`src/rtl/entity_slot_scheduler.sv`:
```
// Entity descriptor scheduler: round-robin writes into shadow slots, frame-synchronous copy to active slots.
// Define ENTITY_SCHED_STATS_EN to add the saturating drop_count output.
module entity_slot_scheduler #(
  parameter int NUM_REQ   = 4,
  parameter int NUM_SLOTS = 9,
  parameter int ENTITY_W  = 14,
  parameter int IDX_W     = 4
) (
  input  logic                          clk,
  input  logic                          rst_n,
  input  logic [NUM_REQ-1:0]            req_valid,
  output logic [NUM_REQ-1:0]            req_ready,
  input  logic [NUM_REQ*IDX_W-1:0]      req_slot,
  input  logic [NUM_REQ*ENTITY_W-1:0]   req_data,
  input  logic                          frame_start,
  input  logic                          clear_all,
  output logic [NUM_SLOTS*ENTITY_W-1:0] entity_out,
  output logic                          commit_busy,
  output logic                          bad_slot_err,
  output logic                          overrun
`ifdef ENTITY_SCHED_STATS_EN
  ,
  output logic [7:0]                    drop_count
`endif
);

  localparam int RR_W  = (NUM_REQ > 1) ? $clog2(NUM_REQ) : 1;
  localparam int CNT_W = (NUM_SLOTS > 1) ? $clog2(NUM_SLOTS) : 1;
  localparam logic [ENTITY_W-1:0] SLOT_RESET = {4'hF, {(ENTITY_W-4){1'b0}}};

  typedef enum logic [0:0] {
    ST_IDLE   = 1'b0,
    ST_COMMIT = 1'b1
  } state_t;

  state_t                r_state;
  state_t                w_next_state;
  logic [CNT_W-1:0]      r_idx;
  logic [RR_W-1:0]       r_rr;
  logic [ENTITY_W-1:0]   r_shadow [NUM_SLOTS];
  logic [ENTITY_W-1:0]   r_active [NUM_SLOTS];
  logic [NUM_SLOTS-1:0]  r_dirty;
  logic                  r_bad_slot;
  logic                  r_overrun;

  logic [2*NUM_REQ-1:0]  w_valid_dbl;
  logic [NUM_REQ-1:0]    w_valid_rot;
  logic [RR_W-1:0]       w_grant_off;
  logic [RR_W-1:0]       w_grant_idx;
  logic                  w_grant_found;
  logic                  w_xfer;
  logic [IDX_W-1:0]      w_sel_slot;
  logic [CNT_W-1:0]      w_sel_idx;
  logic [ENTITY_W-1:0]   w_sel_data;
  logic                  w_slot_ok;
  logic                  w_drop;

  // Rotate the request vector so bit 0 is the requester at the round-robin pointer.
  assign w_valid_dbl = {req_valid, req_valid};
  assign w_valid_rot = w_valid_dbl[r_rr +: NUM_REQ];

  always_comb begin
    w_grant_off = '0;
    for (int k = NUM_REQ - 1; k >= 0; k--) begin
      if (w_valid_rot[k]) begin
        w_grant_off = RR_W'(k);
      end else begin
        w_grant_off = w_grant_off;
      end
    end
  end

  assign w_grant_found = |req_valid;
  assign w_grant_idx   = RR_W'((int'(r_rr) + int'(w_grant_off)) % NUM_REQ);
  assign w_xfer        = rst_n && (r_state == ST_IDLE) && !frame_start && !clear_all && w_grant_found;
  assign w_sel_slot    = req_slot[int'(w_grant_idx)*IDX_W +: IDX_W];
  assign w_sel_data    = req_data[int'(w_grant_idx)*ENTITY_W +: ENTITY_W];
  assign w_sel_idx     = CNT_W'(w_sel_slot);
  assign w_slot_ok     = (32'(w_sel_slot) < $unsigned(NUM_SLOTS));
  assign w_drop        = (r_state == ST_COMMIT) && frame_start;

  always_ff @(posedge clk) begin
    if (!rst_n) begin
      r_state <= ST_IDLE;
    end else begin
      r_state <= w_next_state;
    end
  end

  always_comb begin
    w_next_state = r_state;
    case (r_state)
      ST_IDLE: begin
        if (frame_start) begin
          w_next_state = ST_COMMIT;
        end else begin
          w_next_state = ST_IDLE;
        end
      end
      ST_COMMIT: begin
        if (r_idx == CNT_W'(NUM_SLOTS - 1)) begin
          w_next_state = ST_IDLE;
        end else begin
          w_next_state = ST_COMMIT;
        end
      end
      default: w_next_state = ST_IDLE;
    endcase
  end

  always_comb begin
    req_ready   = '0;
    commit_busy = 1'b0;
    case (r_state)
      ST_IDLE: begin
        if (w_xfer) begin
          req_ready[w_grant_idx] = 1'b1;
        end else begin
          req_ready = '0;
        end
      end
      ST_COMMIT: commit_busy = 1'b1;
      default: begin
        req_ready   = '0;
        commit_busy = 1'b0;
      end
    endcase
  end

  // Slot storage: frame_start outranks clear_all, which outranks a write transfer.
  always_ff @(posedge clk) begin
    if (!rst_n) begin
      for (int s = 0; s < NUM_SLOTS; s++) begin
        r_shadow[s] <= SLOT_RESET;
        r_active[s] <= SLOT_RESET;
      end
      r_dirty <= '0;
      r_rr    <= '0;
      r_idx   <= '0;
    end else begin
      case (r_state)
        ST_IDLE: begin
          r_idx <= '0;
          if (frame_start) begin
            r_dirty <= r_dirty;
          end else if (clear_all) begin
            for (int s = 0; s < NUM_SLOTS; s++) begin
              r_shadow[s][ENTITY_W-1 -: 4] <= 4'hF;
            end
            r_dirty <= '1;
          end else if (w_xfer) begin
            r_rr <= RR_W'((int'(w_grant_idx) + 1) % NUM_REQ);
            if (w_slot_ok) begin
              r_shadow[w_sel_idx] <= w_sel_data;
              r_dirty[w_sel_idx]  <= 1'b1;
            end else begin
              r_dirty <= r_dirty;
            end
          end else begin
            r_dirty <= r_dirty;
          end
        end
        ST_COMMIT: begin
          if (r_dirty[r_idx]) begin
            r_active[r_idx] <= r_shadow[r_idx];
            r_dirty[r_idx]  <= 1'b0;
          end else begin
            r_dirty <= r_dirty;
          end
          r_idx <= r_idx + CNT_W'(1);
        end
        default: r_idx <= '0;
      endcase
    end
  end

  always_ff @(posedge clk) begin
    if (!rst_n) begin
      r_bad_slot <= 1'b0;
      r_overrun  <= 1'b0;
    end else begin
      r_bad_slot <= r_bad_slot | (w_xfer & ~w_slot_ok);
      r_overrun  <= r_overrun | w_drop;
    end
  end

`ifdef ENTITY_SCHED_STATS_EN
  logic [7:0] r_drop_cnt;

  always_ff @(posedge clk) begin
    if (!rst_n) begin
      r_drop_cnt <= 8'h00;
    end else if (w_drop && (r_drop_cnt != 8'hFF)) begin
      r_drop_cnt <= r_drop_cnt + 8'h01;
    end else begin
      r_drop_cnt <= r_drop_cnt;
    end
  end

  assign drop_count = r_drop_cnt;
`endif

  always_comb begin
    entity_out = '0;
    for (int s = 0; s < NUM_SLOTS; s++) begin
      entity_out[s*ENTITY_W +: ENTITY_W] = r_active[s];
    end
  end

  assign bad_slot_err = r_bad_slot;
  assign overrun      = r_overrun;

endmodule

```
`config.mk`:
```
export PLATFORM = sky130hd
export DESIGN_NAME = entity_slot_scheduler
export DESIGN_NICKNAME = d
export VERILOG_FILES = /design/src/rtl/entity_slot_scheduler.sv
export SDC_FILE = /design/constraint.sdc
export NUM_CORES = 1
export LEC_CHECK = 0
export CORE_MARGIN = 5
export CORE_UTILIZATION = 50
export CTS_CLUSTER_SIZE = 8
export DETAILED_ROUTE_END_ITERATION = 6
export PLACE_DENSITY = 0.76
export SLEW_MARGIN = 20
export SYNTH_ARGS = -nofsm -noshare
export SYNTH_HDL_FRONTEND = slang
export SYNTH_SLANG_ARGS = --single-unit
export TNS_END_PERCENT = 30
```
`constraint.sdc`:
```
create_clock -name clk -period 4.4 [get_ports clk]
set_input_delay 0.88 -clock clk [delete_from_list [all_inputs] [get_ports clk]]
set_output_delay 0.88 -clock clk [all_outputs]
set_load 0.02 [all_outputs]
```
==> results.py <==
metrics = {
    "sta": {
        "finalSetupViolCount": 0,
        "worst_pin_slew_ps": 1040,
        "maxSlewViolCount": 0,
        "slew_headroom_pct": 30.0,
        "fin_ws_ps": 149,
        "timing.final.crit_share_pct": 96.6,
        "hold_viol": 0,
        "finalCriticalPeriod_ps": 4250,
        "clock.fmax_mhz": 235,
        "fin_skew_ps": 14.7,
        "rsz0062_at_grt": "false",
        "holdWs_ps": 443,
    },
    "synth": {
        "yosysMostFrequentCell": "edfxtp_1",
        "yosys.area.top_type": "edfxtp_1",
        "yosys_warnings": 0,
        "synth.distinct_cells": 72,
        "netlist_top_cells_count": "350 x edfxtp_1, 199 x nor2_1, 118 x nand2_1, 56 x mux4_2, 40 x nor2_2",
        "synth_area_mm2": 0.0162,
        "synth_ff_type": "edfxtp_1",
        "avgSynthCellArea_um2": 14.2,
        "synth_top_area_share_pct": 64.9,
        "ys_seq_elements": 368,
        "synth_cells": 1145,
        "synth_edf_count": 350,
        "ys_seq_area_share_pct": 67.1,
        "ys_top_cells_by_area": "edfxtp_1 65%, mux4_2 7.8%, nor2_1 4.6%, nand2_1 2.7%, dfxtp_1 2.2%",
        "ys_async_sr_fraction_pct": 0,
    },
    "die": {
        "row_count": 66,
        "start_util_pct": 50.2,
        "fp.dieH_um": 190,
        "dieArea_mm2": 0.0361,
        "fp.dieW_um": 190,
        "io_pins": 213,
        "core_mm2": 0.0323,
    },
    "place": {
        "globalplace.congestion": 0.846,
        "dpl_cell_area_mm2": 0.0195,
        "post-place-ws_ps": -221,
        "post-dp-hpwl_mm": 27.3,
        "port_buffers": 212,
    },
    "worst_setup_path": {
        "reg2reg_depth": 15,
        "worstPathBufferInverterCount": 3,
        "slowest_stage": "clkdlybuf4s50_1",
        "path_max_fanout": 4,
        "crit_arrival_ps": 3370,
        "crit_family": "buffers and inverters",
        "r2r_start": "r_rr[0]",
        "cp_data_required_time_ps": 3520,
        "rrSetupSlack_ps": 750,
        "critical_path_class": "input port to output port",
        "r2r-end": "r_dirty[1]",
        "endpoint_kind": "output port",
        "path_cells": "clkdlybuf4s50_1, nor2b_1, a221oi_2, a31oi_1, a211o_1, ha_2, xor2_2, nand3_2, nand2_4, inv_1, ha_1, and2_1, dlygate4sd2_1",
        "start_kind": "input port",
        "slowest_delay_ps": 530,
    },
    "global_route": {
        "grt_pass1_wl_mm": 61.5,
        "grt_usage_pct": 21.7,
        "grt_pass1_vias": 11000,
        "antenna_found_initial": 0,
        "grt_overflow_total": 0,
        "grt_max_degree": 41,
    },
    "detailed_routing": {
        "drc": 0,
        "antenna_left": 0,
        "via_count": 10600,
        "totalWireLength_mm": 38.9,
        "wl_per_cell_um": 19.7,
        "dr.first_iter.drc_count": 953,
        "drt-pass1-iter-count": 5,
        "vias_per_cell": 5.37,
    },
    "min_path": {
        "hp-start": "r_dirty[8]",
        "min_to": "r_dirty[8]",
        "hold_depth": 2,
        "worstHoldPathType": "flip-flop to flip-flop",
    },
    "power_and_ir_drop": {
        "seqPwrFrac_pct": 48.3,
        "intPower_uw": 6640,
        "power.switching_uw": 1970,
        "switching_share_pct": 22.9,
        "pwr-share-comb_pct": 10.9,
        "p_per_area_mw_per_mm2": 411,
        "p_leak_uw": 0.00738,
        "peakVddDrop_uv": 345,
        "clkPwrFrac_pct": 40.8,
    },
    "final_layout": {
        "n_antenna_cell": 0,
        "syn_to_final_growth_pct": 29.3,
        "fin_nets": 1599,
        "post-route-cell-area_mm2": 0.0210,
        "drive_gt1_share_pct": 17.4,
    },
    "clock_tree": {
        "cts_num_sinks": 368,
        "cts_made_buffers": 51,
        "cts_buffer_depth": 3,
        "cts_tree": "yes",
        "root_buffer": "clkbuf_16",
        "clk_pin_slew_worst_paths_ps": 50,
        "worstSkewPairLatency_ps": 550,
        "htree_levels": 2,
    },
    "job": {
        "max-cap-violations": 0,
    },
    "status": {
        "status": "complete, no violations",
    },
}
[registers in the layout, indices dropped and copies added (netlist names)]
name,cells
bad_slot_err,1
r_shadow,224
r_active,126
r_idx,4
overrun,1
r_rr,2
r_dirty,9
r_state,1
[per-layer routing]
metal  track usage [%]  share of wire, %  up-vias
li1                  -                 -     4814
met1              29.9                41     5156
met2              35.7                47      569
met3              4.68               9.6       60
met4              5.56               2.2        0
met5                 0                 0        -
[stage by stage]
step,std cells,TNS (ps),util (%),total power (µW)
after global routing,1972,0,64.9,8920
after floorplan,1242,0,-,4760
final,1972,0,64.9,8610
after detailed placement,1898,-10880,60.4,5160
after global placement,1898,-1030,60.4,5120
after CTS,1971,0,64.8,8660
[tightest hold or removal path, cell delays in order, from the launching register on]
cell and delay, ps:
dfxtp_1 300, inv_1 40, a21oi_1 50
[logic make-up (layout without fill, tap and decap cells)]
| logic type | after synthesis | in the layout | share of synthesized area [%] |
|---|---|---|---|
| buffers and inverters | 95 | 383 | 3.09 |
| DFF | 368 | 368 | 67.1 |
| xor gates and xnor gates | 4 | 4 | 0.216 |
| AOI/OAI and AO/OA | 86 | 86 | 4.06 |
| muxes | 109 | 109 | 11.7 |
| other | 1 | 98 | 0.0231 |
| adders and majority gates | 9 | 9 | 0.695 |
| and+or+nand+nor | 473 | 473 | 13.1 |
[placed cells by master (no fill, tap or decap), types with 4 or more instances in the layout]
master	n
buf_12	11
o21ai_0	11
a21boi_0	5
a21oi_1	8
inv_1	32
buf_4	55
nor2_2	40
and2_1	12
clkdlybuf4s50_1	208
o32ai_1	5
nand2b_1	29
dlygate4sd2_1	4
ha_1	8
o21ai_1	15
nor4_1	4
dfxtp_1	16
nand3_1	35
nand2_1	118
mux2_4	11
clkbuf_1	19
nor2b_1	7
edfxtp_1	350
mux2i_1	30
clkbuf_16	53
mux4_2	56
nor3_1	11
mux2_2	8
conb_1	98
nor2_1	199
[repair_timing]
item,in CTS,in global routing
buffers inserted,0,1
setup endpoints to repair,4,2
hold endpoints to repair,0,0
gates resized for setup,6,3
pin swaps,0,1
hold buffers,0,0
[worst max path at each step]
stage	cells after the start	slack, ps	to	from
final	13	150	req_ready[1]	req_valid[1]
after global routing	13	6	req_ready[0]	req_valid[1]
after CTS	13	80	req_ready[1]	req_valid[1]
after detailed placement	13	-220	req_ready[1]	req_valid[1]
after global placement	13	-130	req_ready[1]	req_valid[1]
after floorplan	14	230	r_shadow[4][0]	req_valid[0]
[power groups by stage]
stage | registers, µW | logic [µW] | clock network, µW
global route | 4180 | 1010 | 3730
CTS | 4170 | 933 | 3560
floorplan | 4230 | 533 | 0
global placement | 4210 | 903 | 0
detailed placement | 4230 | 928 | 0
finish | 4160 | 937 | 3510
[layout make-up]
cell class / count / area [µm²]
fill: 2252 / 11300
sequential: 368 / 10900
multi-input combinational: 779 / 5240
timing repair buffer: 278 / 2750
clock buffer: 72 / 1400
tap: 442 / 553
inverter: 32 / 120
clock inverter: 1 / 20.0
Note: power is estimated with default switching activity, not from simulation.
==> RTL change: new RTL, config.mk and constraints unchanged <==
The option `ENTITY_SCHED_STATS_EN` is turned on by a define.
--- a/src/rtl/entity_slot_scheduler.sv
+++ b/src/rtl/entity_slot_scheduler.sv
@@ -1,5 +1,7 @@
 // Entity descriptor scheduler: round-robin writes into shadow slots, frame-synchronous copy to active slots.
 // Define ENTITY_SCHED_STATS_EN to add the saturating drop_count output.
+`define ENTITY_SCHED_STATS_EN
+
 module entity_slot_scheduler #(
   parameter int NUM_REQ   = 4,
   parameter int NUM_SLOTS = 9,
Formal check against the unedited RTL (old outputs only; new: drop_count): same outputs for any inputs over 4 cycles, from zero or initial values and one cycle with rst_n low; that may be too few to reach the edited logic, so the function may still have changed.
==> RTL change against the original RTL <==
Setup slack improved by 0.0029 ns. Wire length decreased by 3.8%. Total power increased by 3.1%. Final area increased by 2.9%. Critical endpoint is now req_ready[3]. Largest power group unchanged. Area after synthesis increased by 1.8%. Highest routed layer unchanged. Sequential share of layout area decreased by 0.72 points. Sequential cell count increased by 8.
==> RTL change: results <==
[status]
run_status = "complete, no violations"

[cells_and_area]
clk_share = 0.0669
buf_share = 0.143
seq_area_um2 = 11000
fin_util = 0.663
fillers = 2321
final_nets = 1628
drive_gt1_frac = 0.206
n_all_inverters = 31
clkbuf_count = 74

[routing]
drt_iter0_drc = 814
via_count = 10600
route.met2.wl_um = 18000

[global_route]
grt_use_met3 = 0.0431
grt_pass1_wl_um = 59200

[cts]
cts_buffers = 52

[min_path]
hold_start = "bad_slot_err$_SDFF_PN0_"
hold_depth = 1

[logic_synthesis]
synth_area_leaders = "edfxtp_1, mux4_2, nor2_1"
ys_seq_area_frac = 0.669
synthXorXnorAreaFrac = 0.00630
synth_common_cells = "edfxtp_1, nor2_1, nand2_1, mux4_2, nand3_1"

[power]
p_leak_uw = 0.00766
seqPwrFrac = 0.478
p_clk_uw = 3560

[placed_design]
io_buffer_count = 220
postPlaceCellArea_um2 = 20100

[critical_path]
r2r_cells = 13
r2r_end = "r_shadow[6][7]$_SDFFCE_PN0P_"
cp_slowest_stage_delay_ns = 0.48
[RTL change: cell count changes in the layout (fill, tap and decap cells not counted), sizes merged, moves of 7 or more]
cell	delta
and2	+8
nand2b	-17
dfxtp	+8
mux2	+10
nand3	+11
clkdlybuf4s50	+7
o21ai	+12
nor2	-37
buf	+27
o31ai	+8
[RTL change: worst max path at each step]
stage / depth (start not counted) / to / start / slack [ns]
after detailed placement: 13 / req_ready[3] / req_valid[2] / -0.15
final: 12 / req_ready[3] / req_valid[0] / 0.15
after global placement: 13 / req_ready[3] / req_valid[2] / -0.12
after global routing: 13 / req_ready[3] / req_valid[2] / 0.006
after CTS: 11 / req_ready[0] / req_valid[0] / 0.01
after floorplan: 15 / r_shadow[5][0]$_SDFFCE_PN0P_ / req_valid[2] / 0.33
[RTL change: stage by stage]
step,cells,total power (uW)
floorplan,1239,4890
global placement,1926,5350
detailed placement,1926,5390
CTS,2001,8940
global route,2001,9200
finish,2001,8880
